**config.mk**
```make
export PLATFORM = sky130hd
export DESIGN_NAME = column_select_input
export DESIGN_NICKNAME = d
export VERILOG_FILES = /design/src/rtl/column_select_input.sv
export SDC_FILE = /design/constraint.sdc
export NUM_CORES = 1
export LEC_CHECK = 0
export CAP_MARGIN = 20
export CORE_MARGIN = 2
export CORE_UTILIZATION = 50
export DETAILED_ROUTE_END_ITERATION = 10
export PLACE_DENSITY = 0.71
export SLEW_MARGIN = 20
export SYNTH_ARGS = -nofsm -noshare
export SYNTH_HDL_FRONTEND = slang
export SYNTH_SLANG_ARGS = --single-unit
```
**constraint.sdc**
```tcl
create_clock -name clk -period 4.51 [get_ports clk]
set_clock_uncertainty 0.05 [all_clocks]
set_input_delay 1.1275 -clock clk [delete_from_list [all_inputs] [get_ports clk]]
set_output_delay 1.1275 -clock clk [all_outputs]
set_load 0.02 [all_outputs]
```
**src/rtl/column_select_input.sv**
```systemverilog
// Push-button front end for the Connect-4 game FSM: synchronised, debounced left/right/drop
// buttons steer a wrapping column cursor and commit a move. Optional macro: SKIP_FULL_COL_EN.
module column_select_input #(
    parameter int DB_LIMIT  = 500000,
    parameter int DB_W      = 20,
    parameter int START_COL = 3
) (
    input  logic       clk,
    input  logic       reset,
    input  logic       btn_left,
    input  logic       btn_right,
    input  logic       btn_drop,
    input  logic       accept,
    input  logic       new_game,
    input  logic [6:0] top_row_full,
    output logic [6:0] player_choice,
    output logic       enter,
    output logic [2:0] cursor,
    output logic       drop_blocked
);

    localparam int NB    = 3;
    localparam int LEFT  = 0;
    localparam int RIGHT = 1;
    localparam int DROP  = 2;

    localparam logic [2:0]      START    = 3'(START_COL);
    localparam logic [DB_W-1:0] CNT_LAST = DB_W'(DB_LIMIT - 1);

    logic [NB-1:0]   raw;
    logic [NB-1:0]   sync_a;
    logic [NB-1:0]   sync_b;
    logic [NB-1:0]   level;
    logic [NB-1:0]   level_q;
    logic [NB-1:0]   press;
    logic [DB_W-1:0] db_cnt [NB];

    assign raw = {btn_drop, btn_right, btn_left};

    // NOTE: the debounce counters are ordinary flops, not RAM, so the array is cleared in the
    // reset branch like every other register; a held button must then re-qualify from zero.
    always_ff @(posedge clk) begin
        if (reset) begin
            sync_a  <= '0;
            sync_b  <= '0;
            level   <= '0;
            level_q <= '0;
            for (int i = 0; i < NB; i++) begin
                db_cnt[i] <= '0;
            end
        end else begin
            // NOTE: state uses non-blocking assignments so every flop samples pre-edge values,
            // which keeps the two synchroniser stages from collapsing into one.
            sync_a  <= raw;
            sync_b  <= sync_a;
            level_q <= level;
            for (int i = 0; i < NB; i++) begin
                if (sync_b[i] == level[i]) begin
                    db_cnt[i] <= '0;
                end else if (db_cnt[i] == CNT_LAST) begin
                    db_cnt[i] <= '0;
                    level[i]  <= ~level[i];
                end else begin
                    db_cnt[i] <= db_cnt[i] + DB_W'(1);
                end
            end
        end
    end

    // Only the debounced 0->1 transition is an event; releases are ignored.
    assign press = level & ~level_q;

    function automatic logic [2:0] wrap_step(input logic [2:0] col, input logic up);
        if (up) begin
            return (col == 3'd6) ? 3'd0 : col + 3'd1;
        end
        return (col == 3'd0) ? 3'd6 : col - 3'd1;
    endfunction

    function automatic logic [6:0] col_onehot(input logic [2:0] col);
        return 7'b1000000 >> col;
    endfunction

`ifdef SKIP_FULL_COL_EN
    // First non-full column walking away from 'from'; stays on 'from' if all others are full.
    function automatic logic [2:0] seek(input logic [2:0] from, input logic up,
                                        input logic [6:0] full);
        logic [2:0] cand;
        logic [2:0] found;
        logic       hit;
        cand  = from;
        found = from;
        hit   = 1'b0;
        for (int k = 0; k < 6; k++) begin
            cand = wrap_step(cand, up);
            if (!hit && !full[cand]) begin
                found = cand;
                hit   = 1'b1;
            end
        end
        return found;
    endfunction
`endif

    logic       move_left;
    logic       move_right;
    logic       here_full;
    logic [2:0] start_target;
    logic [2:0] left_target;
    logic [2:0] right_target;
    logic [2:0] cursor_next;
    logic       enter_next;
    logic       blocked_next;

`ifdef SKIP_FULL_COL_EN
    assign here_full    = top_row_full[cursor];
    assign start_target = top_row_full[START] ? seek(START, 1'b1, top_row_full) : START;
    assign left_target  = seek(cursor, 1'b0, top_row_full);
    assign right_target = seek(cursor, 1'b1, top_row_full);
`else
    logic unused_top_row_full;
    assign unused_top_row_full = ^top_row_full;
    assign here_full    = 1'b0;
    assign start_target = START;
    assign left_target  = wrap_step(cursor, 1'b0);
    assign right_target = wrap_step(cursor, 1'b1);
`endif

    // NOTE: every always_comb output gets a default first, so no path can infer a latch.
    always_comb begin
        move_left    = press[LEFT] & ~press[RIGHT];
        move_right   = press[RIGHT] & ~press[LEFT];
        cursor_next  = cursor;
        enter_next   = press[DROP] & accept & ~here_full;
        blocked_next = press[DROP] & accept & here_full;
        if (new_game) begin
            cursor_next = start_target;
        end else if (move_left) begin
            cursor_next = left_target;
        end else if (move_right) begin
            cursor_next = right_target;
        end
    end

    // A committed drop reports the column the cursor sat on before this cycle's move.
    always_ff @(posedge clk) begin
        if (reset) begin
            cursor        <= START;
            player_choice <= col_onehot(START);
            enter         <= 1'b0;
            drop_blocked  <= 1'b0;
        end else begin
            cursor        <= cursor_next;
            player_choice <= col_onehot(enter_next ? cursor : cursor_next);
            enter         <= enter_next;
            drop_blocked  <= blocked_next;
        end
    end

endmodule

```
### Word level (Yosys, flattened, before mapping)

Memory sizes are Yosys's and may differ from the RTL's.
Cells that the tools add are included.

| operators by class | value |
|---|---|
| add/sub/neg operators | 5 |
| eq/ne operators | 7 |
| shifts and indexed selects | 1 |
| multiplexer cells | 50 |
| bitwise operators | 22 |
| reduce and logical (&&, ||, !) cells | 4 |

Operator list:

| cell | count |
|---|---|
| 2-to-1 mux 20 bit | 9 |
| adder 20 x 1 -> 20 bit (second input constant) | 3 |
| equality test 20 x 19 -> 1 bit (second input constant) | 3 |
| 2-to-1 mux 1 bit | 35 |
| 2-to-1 mux 3 bit | 6 |
| OR 1 bit | 9 |
| inverter 1 bit | 8 |
| right shift 7 x 3 -> 7 bit (first input constant) | 1 |
| AND reduction 2 bit | 3 |
| adder 3 x 1 -> 3 bit (second input constant) | 1 |
| AND 1 bit | 3 |
| AND 3 bit | 1 |
| equality test 1 bit | 3 |
| equality test 3 bit (second input constant) | 1 |
| logical NOT 3 bit | 1 |
| inverter 3 bit | 1 |
| subtractor 3 x 1 -> 3 bit (second input constant) | 1 |

| storage, ports and cells | value |
|---|---|
| flip-flop bits (word level) | 23 |
| bits in writable memories | 60 |
| input port bits | 14 |
| output and inout port bits | 12 |
| word-level logic and storage cells | 99 |
| memories | 1 |

Memory list:

| memory | words | width | rd ports | clocked after Yosys merged registers in | wr ports | RTL line | RTL |
|---|---|---|---|---|---|---|---|
| db_cnt | 3 | 20 | 3 | 0 | 3 | 36 | `logic [DB_W-1:0] db_cnt [NB];` |

### Depth between registers and ports, before layout

| logic depth | value |
|---|---|
| depth in word-level cells | 9 |
| mapped depth | 8 |
| depth with buffers taken out | 7 |

### Worst setup path before layout

No wires, ideal clock.

| timing path | value |
|---|---|
| kind | input to register |
| from | input port accept |
| to | register player_choice[4] |
| library setup time | 0.117 ns |
| arrival | 2.071 ns |
| data required time | 4.343 ns |
| path slack | 2.272 ns |
| stages | 4 |
| buffers on the path | 0 |
| cell sequence | and3b_1 -> nor4_2 -> a211oi_4 -> and4bb_1 |

| on the way | value |
|---|---|
| word-level cells in the longest chain between the ends | 3 |

RTL lines:

| item | RTL line | RTL |
|---|---|---|
| from (decl) | 13 | `input logic accept,` |
| AND 1 bit | - |  |
| 2-to-1 mux 3 bit | 154 | `player_choice <= col_onehot(enter_next ? cursor : cursor_next);` |
| right shift 7 x 3 -> 7 bit | 81 | `return 7'b1000000 >> col;` |
| to (signal assigned) | 149 | `player_choice <= col_onehot(START);` |
| to (signal assigned) | 154 |  |
| to (decl) | 16 | `output logic [6:0] player_choice,` |

No other way between the ends.
A chain may end at the register's enable or synchronous reset.

### Final worst setup path

| timing path | value |
|---|---|
| from | register cursor[2] |
| to | output port cursor[2] |

RTL lines:

| item | RTL line | RTL |
|---|---|---|
| from (decl) | 18 | `output logic [2:0] cursor,` |
| from (signal assigned) | 153 | `cursor <= cursor_next;` |

No word-level cell between the ends.

==> results.toml <==
[outcome]
status = "complete, no violations"

[clock_tree]
clock_latency_ps = 350
clkTransAtPathRegs_ps = 80
numCtsBuffers = 9
clockBufferDepth = 2
cts_htree_levels = 3
cts_sinks = 83
cts_hold_buf = 0
root_buffer = "clkbuf_8"
cts_tree = "yes"
post_cts_buffers = 0
cts_resized = 0

[grt]
grt_pass1_vias = 2838
grt_util_all_layers_pct = 17.0
grt-ovfl-total = 0
grt_pass1_wl_mm = 12.3
grt_max_degree = 19
antenna_found_initial = 0

[synth]
syn_inst = 395
synth_area_leaders = "edfxtp_1 42%, dfxtp_1 11%, xor2_1 7.2%"
synth_area_leader_cell = "edfxtp_1"
synth_area_um2 = 4280
synth.avg_cell_area_um2 = 10.8
synth-seq-cells = 83
ys.flop_type = "edfxtp_1"
yosysTopAreaCellShare_pct = 42.1
synth_edf_count = 60
ys_async_sr_fraction_pct = 0
yosysUniqueCellTypes = 51
yosysWarnings = 0
synth_seq_area_share_pct = 52.8

[cells_and_area]
num_antenna_cells = 0
nets = 489
syn_to_final_growth_pct = 14.6
drive_gt1_share_pct = 8.47
final_area_um2 = 4910

[worst_hold_path]
whs_endpoint = "sync_b[1]$_SDFF_PP0_"
whs_path_depth = 1
hold_path_class = "flip-flop to flip-flop"
worstHoldStart = "sync_a[1]$_SDFF_PP0_"

[drt]
ant_nets = 0
drtIter0Drc = 60
firstDrtPassIters = 4
wl_mm = 6.91
route.detailed.drc = 0
wl_per_cell_um = 12.0
vias = 2855
via_per_inst = 4.95

[die]
die_area_um2 = 9320
die_x_um = 96.6
core_area_um2 = 8260
start_util_pct = 51.9
ios = 26
num_rows = 33
die_height_um = 96.6

[critical_path]
r2r_slack_ps = 2220
slowest_delay_ps = 680
path_buf_inv = 1
crit_required_ps = 3330
critPathLaunchType = "flip-flop"
path_cells = "clkdlybuf4s50_1"
r2r-start = "level[0]$_SDFFE_PP0P_"
critPathCaptureType = "output pin"
r2r_cells = 4
crit-reg2reg-capture = "player_choice[4]$_SDFF_PP0_"
crit_family = "buffers and inverters"
worstSetupPathType = "flip-flop to output pin"
cp_data_arrival_time_ps = 1580
cpMaxStageDelayCell = "clkdlybuf4s50_1"
crit_fanout = 8

[timing]
fin_ws_ps = 1750
rsz0062_at_grt = "no"
finalSetupViolations = 0
holdWs_ps = 390
slew_viol_final = 0
finalSetupTns_ps = 0
maxSlewHeadroom_pct = 40.6
tightest_slew_ps = 889
finalCritPeriodShare_pct = 61.1
max_freq_mhz = 363
period_needed_ps = 2760
finalHoldViolCount = 0

[pwr]
p_leak_uw = 0.00180
peakVddDrop_v = 0.000212
total_power_uw = 1430
power_density_nw_per_um2 = 291

[placement]
dpl-instance-area_um2 = 4720
post-place-ws_ps = 1520
dp_hpwl_mm = 5.00
routabilityCongestion = 0.766
port_buffers = 17

[run]
cap_violations = 0
[power breakdown]
group          switching [uW]  internal [uW]  total, uW
sequential               24.7            842        867
combinational            33.2           25.0       58.1
clock                     253            251        504
[sequential cells by signal (all words and copies together) (netlist names)]
name           cells
enter              1
level              3
sync_a             3
db_cnt            60
sync_b             3
level_q            3
player_choice      7
cursor             3
[cells by family after synthesis]
| group | synth area share (%) |
|---|---|
| simple gates | 25.2 |
| flops | 52.8 |
| xor+xnor | 11.4 |
| buf+inv | 2.95 |
| compound gates | 3.89 |
| fa+ha+maj | 2.60 |
| mux | 0.935 |
| other cells | 0.175 |
[synthesized netlist by cell type, drive strengths merged, types with 4 or more instances]
cell type	count
inv	10
nand2b	5
edfxtp	60
dfxtp	23
xor2	36
nand4	15
nand2	18
nor4b	7
ha	8
nand3	22
buf	13
and3	11
and4	7
mux2i	4
nor2b	10
nor2	77
nor3	9
nor4	5
xnor2	19
or3	4
a21oi	4
o21ai	4
[layout make-up]
class | count | area [um2]
timing repair buffer | 18 | 178
clock buffer | 10 | 128
sequential | 83 | 2260
inverter | 10 | 37.5
multi-input combinational | 345 | 2120
tap | 105 | 131
fill | 719 | 3350
clock inverter | 6 | 56.3
[worst max-delay path by stage]
stage	end	slack [ps]	startpoint	cells past startpoint
3_5_place_dp	db_cnt[1][17]$_SDFFCE_PN0P_	1520	reset	4
6_report	cursor[2]	1750	cursor[2]$_SDFF_PP0_	1
3_3_place_gp	db_cnt[0][19]$_SDFFCE_PN0P_	1550	reset	4
5_1_grt	cursor[2]	1730	cursor[2]$_SDFF_PP0_	1
2_1_floorplan	player_choice[4]$_SDFF_PP0_	2270	accept	4
4_1_cts	cursor[2]	1760	cursor[2]$_SDFF_PP0_	1
[per-layer routing]
layer	share of wire, %	up-vias	global-route usage (%)
met1	49	1347	22.4
met4	2.1	0	8.33
met2	46	25	26.8
met5	0	-	0
met3	2.6	13	3.57
li1	-	1470	-
[stage by stage]
stage          utilization [%]  cells
2_1_floorplan                -    454
5_1_grt                   59.4    577
3_3_place_gp              57.2    561
3_5_place_dp              57.2    561
6_report                  59.4    577
4_1_cts                   59.4    577
[cell usage in the layout (no fill, tap or decap), types with 2 or more instances in the layout]
master	n
a21oi_1	3
and3_1	11
and4_1	7
clkbuf_8	9
clkdlybuf4s50_1	17
clkinv_2	3
conb_1	61
dfxtp_1	23
edfxtp_1	60
ha_1	8
inv_1	10
mux2i_1	4
nand2_1	18
nand2b_1	5
nand3_1	21
nand4_1	15
nor2_1	73
nor2_2	4
nor2b_1	10
nor3_1	7
nor3_2	2
nor4_1	4
nor4b_1	4
nor4b_2	3
o211ai_1	2
o21ai_0	3
or2_2	3
or3_1	4
xnor2_1	19
xor2_1	35
(Power assumes the default switching activity.)
